--- src/rtl/mem_port_ctrl_pkg.sv ---
// Shared definitions for the RAM port front end: byte-enable width, response buffer
// depth limits and occupancy counter width.
package mem_port_ctrl_pkg;

  localparam int unsigned RSP_DEPTH_MIN = 2;
  localparam int unsigned RSP_DEPTH_MAX = 16;

  function automatic int unsigned mem_be_w(int unsigned dw);
    return (dw + 7) / 8;
  endfunction

  // Wide enough to hold 0..depth inclusive.
  function automatic int unsigned occ_w(int unsigned depth);
    return $clog2(depth + 1);
  endfunction

endpackage

--- src/rtl/mem_rsp_fifo.sv ---
// Register-based circular response buffer; only pointers and count are reset.
module mem_rsp_fifo
  import mem_port_ctrl_pkg::*;
#(
  parameter int unsigned DATA_W = 128,
  parameter int unsigned DEPTH  = 2,
  localparam int unsigned PtrW  = (DEPTH > 1) ? $clog2(DEPTH) : 1,
  localparam int unsigned CntW  = occ_w(DEPTH)
) (
  input  logic              clk,
  input  logic              reset_n,
  input  logic              push,
  input  logic [DATA_W-1:0] wdata,
  input  logic              pop,
  output logic [DATA_W-1:0] head,
  output logic [CntW-1:0]   count,
  output logic              empty,
  output logic              full
);

  logic [DATA_W-1:0] mem_q [DEPTH];
  logic [PtrW-1:0]   wr_ptr_q, wr_ptr_d;
  logic [PtrW-1:0]   rd_ptr_q, rd_ptr_d;
  logic [CntW-1:0]   count_q, count_d;

  function automatic logic [PtrW-1:0] ptr_inc(logic [PtrW-1:0] p);
    return (p == PtrW'(DEPTH - 1)) ? '0 : p + PtrW'(1);
  endfunction

  always_comb begin
    wr_ptr_d = wr_ptr_q;
    rd_ptr_d = rd_ptr_q;
    count_d  = count_q;
    if (push) wr_ptr_d = ptr_inc(wr_ptr_q);
    if (pop)  rd_ptr_d = ptr_inc(rd_ptr_q);
    case ({push, pop})
      2'b10:   count_d = count_q + CntW'(1);
      2'b01:   count_d = count_q - CntW'(1);
      default: count_d = count_q;
    endcase
  end

  always_ff @(posedge clk or negedge reset_n) begin
    if (!reset_n) begin
      wr_ptr_q <= '0;
      rd_ptr_q <= '0;
      count_q  <= '0;
    end else begin
      wr_ptr_q <= wr_ptr_d;
      rd_ptr_q <= rd_ptr_d;
      count_q  <= count_d;
    end
  end

  always_ff @(posedge clk) begin
    if (push) mem_q[wr_ptr_q] <= wdata;
  end

  assign head  = mem_q[rd_ptr_q];
  assign count = count_q;
  assign empty = (count_q == '0);
  assign full  = (count_q == CntW'(DEPTH));

  assert property (@(posedge clk) disable iff (!reset_n) !(push && full));
  assert property (@(posedge clk) disable iff (!reset_n) !(pop && empty));

endmodule

--- src/rtl/mem_port_ctrl.sv ---
// One-port request/response front end for a block RAM with fixed 1-cycle read latency.
// Requests are throttled so every outstanding read always has a buffer slot.
module mem_port_ctrl
  import mem_port_ctrl_pkg::*;
#(
  parameter int unsigned DATA_W    = 128,
  parameter int unsigned ADDR_W    = 14,
  parameter int unsigned RSP_DEPTH = 2,
  localparam int unsigned BE_W     = mem_be_w(DATA_W)
) (
  input  logic              clk,
  input  logic              reset_n,
  input  logic              req_valid,
  output logic              req_ready,
  input  logic [BE_W-1:0]   req_we,
  input  logic [ADDR_W-1:0] req_addr,
  input  logic [DATA_W-1:0] req_wdata,
  output logic              rsp_valid,
  input  logic              rsp_ready,
  output logic [DATA_W-1:0] rsp_rdata,
  output logic              mem_en,
  output logic [BE_W-1:0]   mem_we,
  output logic [ADDR_W-1:0] mem_addr,
  output logic [DATA_W-1:0] mem_din,
  input  logic [DATA_W-1:0] mem_dout
);

  localparam int unsigned CntW = occ_w(RSP_DEPTH);

  logic              init_q;
  logic              rd_inflight_q, rd_inflight_d;
  logic              req_hs;
  logic [CntW-1:0]   fifo_count;
  logic [CntW-1:0]   occupancy;
  logic              fifo_empty, fifo_full;
  logic              fifo_push, fifo_pop;
  logic [DATA_W-1:0] fifo_head;

  // Ready depends on registered state only: no path from rsp_ready.
  assign occupancy = fifo_count + CntW'(rd_inflight_q);
  assign req_ready = init_q && (occupancy < CntW'(RSP_DEPTH));
  assign req_hs    = req_valid && req_ready;

  assign mem_en   = req_hs;
  assign mem_we   = req_hs ? req_we : '0;
  assign mem_addr = req_addr;
  assign mem_din  = req_wdata;

  assign rd_inflight_d = req_hs && (req_we == '0);

  always_ff @(posedge clk or negedge reset_n) begin
    if (!reset_n) begin
      init_q        <= 1'b0;
      rd_inflight_q <= 1'b0;
    end else begin
      init_q        <= 1'b1;
      rd_inflight_q <= rd_inflight_d;
    end
  end

  // Bypass: with an empty buffer the RAM output goes straight out; an unconsumed
  // beat is captured so it becomes the stable head on the next cycle.
  assign rsp_valid = !fifo_empty || rd_inflight_q;
  assign rsp_rdata = fifo_empty ? mem_dout : fifo_head;
  assign fifo_pop  = !fifo_empty && rsp_ready;
  assign fifo_push = rd_inflight_q && !(fifo_empty && rsp_ready);

  mem_rsp_fifo #(
    .DATA_W (DATA_W),
    .DEPTH  (RSP_DEPTH)
  ) u_rsp_fifo (
    .clk     (clk),
    .reset_n (reset_n),
    .push    (fifo_push),
    .wdata   (mem_dout),
    .pop     (fifo_pop),
    .head    (fifo_head),
    .count   (fifo_count),
    .empty   (fifo_empty),
    .full    (fifo_full)
  );

  assert property (@(posedge clk) disable iff (!reset_n) fifo_full |-> !req_ready);

endmodule

--- config.mk ---
export PLATFORM = sky130hd
export DESIGN_NAME = mem_port_ctrl
export DESIGN_NICKNAME = d
export VERILOG_FILES = /design/src/rtl/mem_port_ctrl_pkg.sv /design/src/rtl/mem_rsp_fifo.sv /design/src/rtl/mem_port_ctrl.sv
export SDC_FILE = /design/constraint.sdc
export NUM_CORES = 1
export LEC_CHECK = 0
export ABC_CLOCK_PERIOD_IN_PS = 9450
export CAP_MARGIN = 20
export CELL_PAD_IN_SITES_DETAIL_PLACEMENT = 0
export CELL_PAD_IN_SITES_GLOBAL_PLACEMENT = 1
export CORE_AREA = 4 4 223 225
export CTS_CLUSTER_SIZE = 25
export DETAILED_ROUTE_END_ITERATION = 8
export DIE_AREA = 0 0 227 229
export PLACE_DENSITY_LB_ADDON = 0.2
export SYNTH_ARGS = -nofsm -noshare
export SYNTH_HDL_FRONTEND = slang
export SYNTH_SLANG_ARGS = --single-unit
--- constraint.sdc ---
create_clock -name clk -period 9.45 [get_ports clk]
set_clock_uncertainty 0.2 [all_clocks]
set_input_delay 0.945 -clock clk [delete_from_list [all_inputs] [get_ports clk]]
set_output_delay 0.945 -clock clk [all_outputs]
set_load 0.03 [all_outputs]
==> results of run 1 <==
where the power goes:
part	leakage (nW)	internal [mW]	switching [mW]
combinational	2.52	0.903	1.33
clock	0.520	0.785	0.448
sequential	2.37	1.28	0.0659
total	5.41	2.97	1.85
metal layers:
layer	up-vias	wire length (um)	track usage [%]	share of wire, %
li1	3308	-	-	-
met5	-	13	0.0949	0.044
met2	290	13300	16.4	45
met1	3155	13000	14.2	44
met3	68	2590	3.88	8.7
met4	2	865	3.86	2.9
logic make-up (layout without fill, tap and decap cells):
group / count (synthesis) / count (layout) / share of synthesized area (%)
AO/OA/AOI/OAI: 132 / 132 / 5.61
XOR/XNOR: 5 / 5 / 0.366
adder cells (fa/ha/maj): 1 / 1 / 0.105
buffers and inverters: 189 / 358 / 12.2
flip-flops: 262 / 262 / 65.5
multiplexers: 128 / 128 / 10.7
other: 1 / 2 / 0.0313
AND/OR/NAND/NOR: 157 / 157 / 5.49
layout make-up:
type	count	area share, %
well taps	615	5.00
repair buffers	302	19.6
flip-flops and latches	262	51.0
clock buffers	37	5.19
clock inverters	17	1.67
inverters	2	0.0488
multi-input cells	424	17.5
diodes	1	0.0163
cells in the mapped netlist (2+ instances only):
library cell / instances / area [sq um]
buf_6: 25 / 282
buf_4: 144 / 1080
nor4_1: 2 / 12.5
inv_1: 2 / 7.51
buf_2: 17 / 85.1
nor2_1: 132 / 495
mux2i_1: 128 / 1280
a21oi_1: 129 / 646
xnor2_1: 3 / 26.3
or4_1: 2 / 15.0
and2_1: 17 / 106
edfxtp_1: 256 / 7690
xor2_1: 2 / 17.5
dfrtp_1: 6 / 150
final timing paths:
check	start	endpoint	cells past startpoint
min	u_rsp_fifo.count[1]	u_rsp_fifo.count[1]	1
min reg2reg	u_rsp_fifo.count[1]	u_rsp_fifo.count[1]	1
max reg2reg	u_rsp_fifo.count[0]	u_rsp_fifo.mem_q[0][77]	4
min in group asynchronous	reset_n	u_rsp_fifo.wr_ptr_q	1
max	u_rsp_fifo.count[0]	rsp_rdata[62]	6
max in group asynchronous	reset_n	u_rsp_fifo.rd_ptr_q	1
registers in the layout, summed over array words and instances, names as in the netlist:
signal,count
u_rsp_fifo.mem_q,256
u_rsp_fifo.count,2
u_rsp_fifo.rd_ptr_q,1
u_rsp_fifo.wr_ptr_q,1
init_q,1
rd_inflight_q,1
per-stage QoR:
| step | power [mW] | util [%] | cell area, sq um |
|---|---|---|---|
| after CTS | 4.92 | 32.3 | 15400 |
| after detailed placement | 3.65 | 30.1 | 14300 |
| after global placement | 3.66 | 30.1 | 14300 |
| final | 4.82 | 32.3 | 15400 |
| after global routing | 5.07 | 32.3 | 15400 |
| after floorplan | 2.91 | - | 12000 |
==> impl_metrics.toml, run 1 <==
[sta]
setup_viol = 0
timing.fmax_mhz = 207
finalSetupTns_ns = 0
relSlewSlack_pct = 35.4
fin_crit_ns = 4.84
setup_slack_ns = 4.61
holdWs_ns = 0.347
rsz0062_at_grt = "false"
worst_pin_slew_ns = 0.969
slew_viol_final = 0
final_hold_viol_count = 0
finalCritPeriodShare_pct = 51.2

[place]
pre_cts_ws_ns = 5.13
dp_cells = 1605
port_buffers = 294
hpwlAfterDp_um = 19900
gp_congestion = 0.679

[floorplan]
core_area_sq_mm = 0.0475
die-area_sq_mm = 0.0520
ios = 579
die_width_um = 227
start_util_pct = 25.2
rows = 80
fp.dieH_um = 229

[final_layout]
layout-drive-gt1-share_pct = 5.56
multi_input_area_sq_mm = 0.00269
layout_common_cells = "clkdlybuf4s50_1 (294), edfxtp_1 (256), nor2_1 (130)"
final_nets = 1313
stdcell_count = 1660
n_fill_cell = 4695
syn2layout_area_growth_pct = 28.5
final_common_cell = "clkdlybuf4s50_1"
regArea_sq_mm = 0.00784

[synth]
syn_avg_cell_area_sq_um = 13.7
synth_warnings = 0
syn_nets = 1166
synth_seq_area_share_pct = 65.5
syn_area_sq_mm = 0.0120
ys_async_sr_fraction_pct = 2.29
synth_edf_count = 256
synthCells = 875
yosys_most_used_dff = "edfxtp_1"
ys_seq_elements = 262
synth_cell_type_count = 24

[global_route]
grt_pass1_vias = 6962
grt_pass1_wl_um = 43900
overflow = 0
grt_max_degree = 93
antenna_found_initial = 2
grtUsageTotal_pct = 10.8

[setup_path]
cp_num_buf_inv = 3
path_max_fanout = 83
cp_slowest_stage_delay_ns = 0.76
critPathTopFamily = "buffers and inverters"
crit_path_end_kind = "primary output"
cpMostUsedCell = "buf_4"
r2r_slack_ns = 6.45
critPathKind = "flip-flop to primary output"
cp.required_ns = 8.31
crit_arrival_ns = 3.69
cp-start-kind = "flip-flop"
crit_chain = "or2_4 -> buf_4 -> buf_4 -> nor2_1 -> a21oi_1 -> clkdlybuf4s50_1"
crit_path_top_delay_cell = "buf_4"

[worst_hold_path]
hold_class = "flip-flop to flip-flop"

[routing]
initialDrtViolationCount = 276
vias = 6823
wirelength_um = 29700
antenna_left = 0
drtPass1Iterations = 5
vias_per_cell = 4.11
wl_per_cell_um = 17.9
drc_errors = 0

[clock_tree]
htreeDepth = 1
cts_tree = "built"
insertion_delay_ns = 0.55
path_clk_slew_ns = 0.06
cts.sinks = 262
ctsRootBufferMaster = "clkbuf_16"
cts_resized = 0
holdBufCountCts = 0
cts-buffers-inserted = 30
post_cts_buffers = 0
clk_path_buf_depth = 3

[job]
maxCapViolCount = 0

[power_and_ir_drop]
power_density_mw_per_mm2 = 313
cellLeakagePower_nw = 5.41
ir_drop_mv = 0.150

[run_status]
status = "complete, no violations"
No activity file was read; power rests on OpenSTA's default activity.
==> inputs of run 2 (changes only) <==
--- a/config.mk
+++ b/config.mk
@@ -5,14 +5,14 @@
 export SDC_FILE = /design/constraint.sdc
 export NUM_CORES = 1
 export LEC_CHECK = 0
-export ABC_CLOCK_PERIOD_IN_PS = 9450
+export ABC_CLOCK_PERIOD_IN_PS = 4400
 export CAP_MARGIN = 20
 export CELL_PAD_IN_SITES_DETAIL_PLACEMENT = 0
 export CELL_PAD_IN_SITES_GLOBAL_PLACEMENT = 1
-export CORE_AREA = 4 4 223 225
+export CORE_AREA = 4 4 225 227
 export CTS_CLUSTER_SIZE = 25
 export DETAILED_ROUTE_END_ITERATION = 8
-export DIE_AREA = 0 0 227 229
+export DIE_AREA = 0 0 229 231
 export PLACE_DENSITY_LB_ADDON = 0.2
 export SYNTH_ARGS = -nofsm -noshare
 export SYNTH_HDL_FRONTEND = slang
==> constraint.sdc (replaced) <==
create_clock -name clk -period 4.4 [get_ports clk]
set_clock_uncertainty 0.2 [all_clocks]
set_input_delay 0.44 -clock clk [delete_from_list [all_inputs] [get_ports clk]]
set_output_delay 0.44 -clock clk [all_outputs]
set_load 0.03 [all_outputs]
==> impl_metrics.toml, run 2 (same netlist as run 1, synthesis figures left out) <==
[place]
gp_congestion = 0.682
dpl_cell_area_sq_mm = 0.0145
pre_cts_ws_ns = 1.18
port_buffers = 294
hpwlAfterDp_um = 20300

[global_route]
overflow = 0
grtUsageTotal_pct = 10.8
grt_pass1_vias = 7138
antenna_found_initial = 0
grt_pass1_wl_um = 44700
grt_max_degree = 85

[sta]
fin_crit_ns = 3.73
final_hold_viol_count = 0
worst_pin_slew_ns = 0.730
slew_viol_final = 0
setup_viol = 0
finalCritPeriodShare_pct = 84.7
rsz0062_at_grt = "false"
setup_slack_ns = 0.672
finalSetupTns_ns = 0
relSlewSlack_pct = 51.3
timing.fmax_mhz = 268

[routing]
wirelength_um = 29900
antenna_left = 0
drc_errors = 0
vias_per_cell = 4.13
drtPass1Iterations = 4
initialDrtViolationCount = 311
vias = 6942
wl_per_cell_um = 17.8

[setup_path]
critPathKind = "flip-flop to primary output"
cp-start-kind = "flip-flop"
r2r_end = "u_rsp_fifo.mem_q[1][72]"
path_max_fanout = 56
r2r_slack_ns = 1.38
r2r_cells = 5
crit_path_end_kind = "primary output"
cp-startpoint = "u_rsp_fifo.count[0]"
r2r-start = "u_rsp_fifo.count[0]"
crit_arrival_ns = 3.09
cp.required_ns = 3.76
crit_end = "rsp_rdata[93]"

[clock_tree]
path_clk_slew_ns = 0.06
insertion_delay_ns = 0.56
ctsRootBufferMaster = "clkbuf_16"
cts-buffers-inserted = 31
clk_path_buf_depth = 3
cts.sinks = 262
cts_tree = "built"
htreeDepth = 1
post_cts_buffers = 0

[final_layout]
final_common_cell = "clkdlybuf4s50_1"
top_register = "u_rsp_fifo.mem_q"
layout-drive-gt1-share_pct = 5.86
final_nets = 1325
layout_common_cells = "clkdlybuf4s50_1 (294), edfxtp_1 (256), nor2_1 (130)"
largest_register_ffs = 256
syn2layout_area_growth_pct = 29.1
finish.instance_area_sq_mm = 0.0155
n_fill_cell = 4918

[floorplan]
fp.dieH_um = 231
core_area_sq_mm = 0.0486
die_width_um = 229
die-area_sq_mm = 0.0529
rows = 81
start_util_pct = 24.6
ios = 579

[worst_hold_path]
hold_class = "input port to flip-flop"

[power_and_ir_drop]
finalPower_mw = 10.2
power_density_mw_per_mm2 = 659
ir_drop_mv = 0.273
cellLeakagePower_nw = 5.44

[run_status]
status = "complete, no violations"

[job]
maxCapViolCount = 0
[run 2: cell count changes in the layout (fill, tap and decap cells not counted)]
cell	change
dlygate4sd3_1	+1
buf_4	+2
clkinv_1	+9
clkinv_2	-2
inv_6	+1
buf_12	+8
bufinv_16	-5
[run 2: worst max-delay path, stage by stage, from the launching register on]
cell             delay (ns)
dfrtp_1                0.43
or2_4                  0.59
buf_4                  0.45
nor2_1                 0.07
a21oi_1                0.19
clkdlybuf4s50_1        0.73
[run 2: metal layers]
layer	vias to the layer above	track usage (%)	wire length (um)
met5	-	0.276	0
met3	82	4.54	2660
met4	0	3.21	833
li1	3336	-	-
met2	317	16.9	13600
met1	3207	13.5	12900
[run 2: worst min-delay path by stage]
stage,start,depth (start not counted),to,slack (ns)
5_1_grt,mem_dout[6],1,u_rsp_fifo.mem_q[0][6],0.26
4_1_cts,mem_dout[3],1,u_rsp_fifo.mem_q[1][3],0.24
3_3_place_gp,u_rsp_fifo.count[1],1,u_rsp_fifo.count[1],0.31
2_1_floorplan,reset_n,0,init_q,-0.06
6_report,mem_dout[13],1,u_rsp_fifo.mem_q[0][13],0.29
3_5_place_dp,u_rsp_fifo.count[1],1,u_rsp_fifo.count[1],0.33
[run 2: through the flow]
step                      hold WS, ns  util [%]  std cells
after detailed placement        0.332      29.8       1622
final                           0.290      31.8       1681
after global routing            0.262      31.8       1680
after CTS                       0.243      31.8       1680
after floorplan               -0.0556         -        875
after global placement          0.310      29.8       1622
[run 2: power by group]
part,switching [mW],leakage (nW),internal (mW)
combinational,2.98,2.60,2.01
sequential,0.0647,2.37,2.76
clock,0.978,0.460,1.39
[run 2: timing repair]
action | in CTS | in global routing
endpoints found under the hold margin | 6 | 0
hold buffers | 1 | 0
resized for setup | 0 | 0
[run 2: area by class of cell]
cell class / count / area (sq um) / share of cell area (%)
repair buffers: 313 / 3200 / 20.7
multi-input cells: 424 / 2690 / 17.4
well taps: 622 / 778 / 5.04
inverters: 2 / 7.51 / 0.0486
diodes: 1 / 2.50 / 0.0162
clock buffers: 37 / 798 / 5.17
clock inverters: 20 / 139 / 0.899
flip-flops and latches: 262 / 7840 / 50.7
